## src/rtl/regfile_wb_arbiter.sv

```systemverilog
// Writeback arbiter: shares the single register-file write port between
// an ALU requester (A) and a load requester (B), round-robin or fixed priority.
module regfile_wb_arbiter #(
    parameter int unsigned DATA_W    = 32,
    parameter int unsigned ADDR_W    = 5,
    parameter int unsigned FIXED_PRI = 0,
    parameter int unsigned CNT_W     = 16
) (
    input  logic              clock_in,
    input  logic              reset,
    input  logic              a_valid,
    input  logic [ADDR_W-1:0] a_reg,
    input  logic [DATA_W-1:0] a_data,
    output logic              a_ready,
    input  logic              b_valid,
    input  logic [ADDR_W-1:0] b_reg,
    input  logic [DATA_W-1:0] b_data,
    output logic              b_ready,
    output logic              regWrite,
    output logic [ADDR_W-1:0] writeReg,
    output logic [DATA_W-1:0] writeData,
    output logic              last_grant,
    output logic [CNT_W-1:0]  wr_count
);

    logic              r_reg_write;
    logic [ADDR_W-1:0] r_write_reg;
    logic [DATA_W-1:0] r_write_data;
    logic              r_last_grant;
    logic [CNT_W-1:0]  r_wr_count;

    logic              w_grant_a;
    logic              w_grant_b;
    logic              w_xfer;
    logic [ADDR_W-1:0] w_win_reg;
    logic [DATA_W-1:0] w_win_data;
    logic              w_nonzero;

    // Grant selection: at most one ready, none while in reset
    always_comb begin
        w_grant_a = 1'b0;
        w_grant_b = 1'b0;
        if (!reset) begin
            if (a_valid && b_valid) begin
                w_grant_b = (FIXED_PRI != 0) || !r_last_grant;
                w_grant_a = !w_grant_b;
            end else begin
                w_grant_a = a_valid;
                w_grant_b = b_valid;
            end
        end
    end

    // Winner mux; the grant implies the matching valid, so ready == transfer
    always_comb begin
        w_xfer     = w_grant_a || w_grant_b;
        w_win_reg  = w_grant_b ? b_reg  : a_reg;
        w_win_data = w_grant_b ? b_data : a_data;
        w_nonzero  = (w_win_reg != ADDR_W'(0));
    end

    // Commit register: capture winner, suppress $0 writes, count real commits
    always_ff @(posedge clock_in) begin
        if (reset) begin
            r_reg_write  <= 1'b0;
            r_write_reg  <= '0;
            r_write_data <= '0;
            r_last_grant <= 1'b1;
            r_wr_count   <= '0;
        end else if (w_xfer) begin
            r_reg_write  <= w_nonzero;
            r_write_reg  <= w_win_reg;
            r_write_data <= w_win_data;
            r_last_grant <= w_grant_b;
            if (w_nonzero) begin
                r_wr_count <= r_wr_count + CNT_W'(1);
            end
        end else begin
            r_reg_write <= 1'b0;
        end
    end

    assign a_ready    = w_grant_a;
    assign b_ready    = w_grant_b;
    assign regWrite   = r_reg_write;
    assign writeReg   = r_write_reg;
    assign writeData  = r_write_data;
    assign last_grant = r_last_grant;
    assign wr_count   = r_wr_count;

endmodule

```

## config.mk

```make
export PLATFORM = sky130hd
export DESIGN_NAME = regfile_wb_arbiter
export DESIGN_NICKNAME = d
export VERILOG_FILES = /design/src/rtl/regfile_wb_arbiter.sv
export SDC_FILE = /design/constraint.sdc
export NUM_CORES = 1
export LEC_CHECK = 0
export ABC_CLOCK_PERIOD_IN_PS = 2200
export BUFFER_PORTS_ARGS = -buffer_cell sky130_fd_sc_hd__buf_2
export CAP_MARGIN = 20
export CORE_MARGIN = 5
export CORE_UTILIZATION = 41
export CTS_CLUSTER_SIZE = 24
export DETAILED_ROUTE_END_ITERATION = 10
export PLACE_DENSITY = 0.76
export SETUP_SLACK_MARGIN = 0.3
export SLEW_MARGIN = 20
export SYNTH_ARGS = -nofsm -noshare
export SYNTH_HDL_FRONTEND = slang
export SYNTH_SLANG_ARGS = --single-unit
```

## constraint.sdc

```tcl
create_clock -name clock_in -period 2.2 [get_ports clock_in]
set_clock_uncertainty 0.15 [all_clocks]
set_input_delay 0.44 -clock clock_in [delete_from_list [all_inputs] [get_ports clock_in]]
set_output_delay 0.44 -clock clock_in [all_outputs]
set_load 0.05 [all_outputs]
```

==> qor.yml <==
synthesis:
  synth_flop_cell: "dfxtp_1"
  syn_inst: 271
  ys_types: 33
  syn_area_um2: 2580
  synth_seq_area_share_pct: 42.7
  synth-edff-count: 0
  yosysWarnings: 0
  ys_ff_latch: 55
  avgSynthCellArea_um2: 9.52
  async_flop_share_pct: 0
  synth.most_common_cell: "dfxtp_1"
  ys_top_cells_by_area: "dfxtp_1 (43%), mux2i_1 (16%), nand3b_1 (11%)"
  synth.net_count: 350
  synthTopCellsByCount: "dfxtp_1 (55), mux2i_1 (41), o21ai_0 (38)"
  synth_area_leader_cell: "dfxtp_1"
  yosysTopAreaCellShare_pct: 42.7
drt:
  first_pass_iters: 4
  ant_nets: 0
  remaining_drc_errors: 0
  wl_mm: 6.71
  drt_iter0_markers: 142
  wl_per_cell_um: 14.0
  via_count: 2403
  vias_per_cell: 5.03
global_routing:
  grt_max_degree: 75
  grt_pass1_wl_mm: 10.6
  first_global_vias: 2325
  antenna_found_initial: 0
  grt_overflow_total: 0
  track_usage_pct: 16.7
hold_path:
  min_to: "writeData[31]"
  worst_hold_path_type: "input pin to flop"
  min_from: "b_data[31]"
  hold-path-cell-count: 3
die:
  dieArea_um2: 7980
  core_um2: 6030
  chipHeight_um: 89.3
  ios: 135
  start_util_pct: 42.8
  num_rows: 28
  die_w_um: 89.3
setup_path:
  r2r-end: "wr_count[15]"
  startpoint_type: "input pin"
  worstSetupPathType: "input pin to flop"
  arrival_ns: 1.92
  crit_fanout: 8
  end_kind: "flop"
  r2r_start: "wr_count[5]"
  rrSetupSlack_ns: 0.39
  cp_data_required_time_ns: 2.28
  worst_r2r_path_depth: 5
timing:
  min_period_over_period_pct: 83.4
  worstMarginPinSlew_ns: 0.606
  fmax_ghz: 0.545
  setup-tns-final_ns: 0
  final_max_slew_viol_count: 0
  timing.slew.headroom_pct: 59.6
  grt_setup_unrepaired: "true"
  setup_viol: 0
  hold_viol_final: 0
  fin_crit_ns: 1.84
power:
  p_leak_nw: 1.77
  irDropWorstVdd_mv: 0.346
  powerDensity_nw_per_um2: 672
cts:
  cts_made_buffers: 5
  htreeDepth: 2
  clock_sinks: 55
  postCtsHoldBufs: 0
  cts_tree: "built"
  path_clk_slew_ns: 0.10
  clkLatencyLatePin_ns: 0.30
  clockBufferDepth: 2
  root_buffer: "clkbuf_8"
layout:
  fillCellCount: 553
  stdcell_area_um2: 3550
  layout-drive-gt1-share_pct: 44.4
  antenna_cells: 0
  nets: 481
  fin_cells: 478
  syn_to_final_growth_pct: 37.6
placed_design:
  hpwl_mm: 5.03
  io_buffers: 134
  place_congestion: 0.768
  placed_area_um2: 3400
  dp.cells: 469
run_status:
  status: "finished clean"
run:
  cap_violations: 0
## layout make-up
cell class | instances | area (µm²) | area share, %
clock inverters | 1 | 30.0 | 0.846
well taps | 75 | 93.8 | 2.64
inverters | 1 | 7.51 | 0.212
clock buffers | 7 | 76.3 | 2.15
repair buffers | 142 | 756 | 21.3
multi-input cells | 197 | 1470 | 41.3
flip-flops and latches | 55 | 1120 | 31.5
## power by group
part / internal (mW) / switching [mW] / leakage [nW] / total (mW)
logic: 0.193 / 0.427 / 1.26 / 0.620
clock network: 0.341 / 0.312 / 0.0524 / 0.653
registers: 1.07 / 0.0401 / 0.460 / 1.11
## critical path, stage by stage
cell and delay, ns:
buf_2 0.11, or4_4 0.56, a211oi_4 0.24, buf_4 0.22, nor3_1 0.09, nand2_1 0.08
mux2i_1 0.18
## per-layer routing
layer	track usage, %	part of all wire, %	vias to the layer above
met5	0	0	-
met4	3.79	0.57	0
met3	6.64	12	2
met2	28.6	47	115
met1	19.8	40	1060
li1	-	-	1226
## cell usage in the layout (no fill, tap or decap), types with 2 or more instances in the layout
master,n
clkbuf_1,2
or4_4,3
nand4_1,4
xnor2_1,9
nor4_4,2
nor2_1,14
dfxtp_1,43
clkbuf_8,5
nor4_1,3
nor3_1,2
nand2b_1,7
buf_2,132
buf_4,8
and3_1,3
nand2_1,8
dfxtp_2,11
nand3_1,5
mux2i_1,41
and2_1,2
nand3b_1,37
o21ai_0,38
nor3_2,2
## sequential cells by signal, indices dropped and copies added (netlist names)
signal,count
writeData,32
last_grant,1
regWrite,1
wr_count,16
writeReg,5
## what timing repair did
action                     4_1_cts  5_1_grt
setup endpoints to repair        2        4
pin swaps                        0        1
resized for setup                3        4
cloned                           0        0
setup buffers                    0        1
## how the worst max path moves through the flow
| stage | cells after the start | start | endpoint | slack (ns) |
|---|---|---|---|---|
| after floorplan | 6 | b_valid | a_ready | 0.04 |
| after global placement | 6 | reset | wr_count[15] | 0.10 |
| after detailed placement | 7 | a_reg[3] | wr_count[5] | 0.05 |
| after CTS | 5 | last_grant | a_ready | 0.32 |
| after global routing | 6 | wr_count[0] | wr_count[8] | 0.28 |
| final | 7 | a_reg[3] | wr_count[5] | 0.36 |
## cell families (layout without fill, tap and decap cells)
family	Yosys count	in the layout	synth area share [%]
AND/OR/NAND/NOR	101	101	24.8
buffers and inverters	19	151	2.91
multiplexers	42	42	16.4
AO/OA/AOI/OAI	44	44	9.66
adder cells (fa/ha/maj)	1	1	0.485
XOR/XNOR	9	9	3.06
flip-flops	55	55	42.7
## stage by stage
step	worst slack [ns]	util [%]	hold WS, ns	power (mW)
after floorplan	0.0376	-	0.428	1.56
after CTS	0.320	58.4	0.255	2.41
after global routing	0.284	58.9	0.265	2.50
final	0.364	58.9	0.257	2.38
after detailed placement	0.0490	56.5	0.311	1.75
after global placement	0.102	56.5	0.299	1.74
Power figures use the tool's default switching activity.
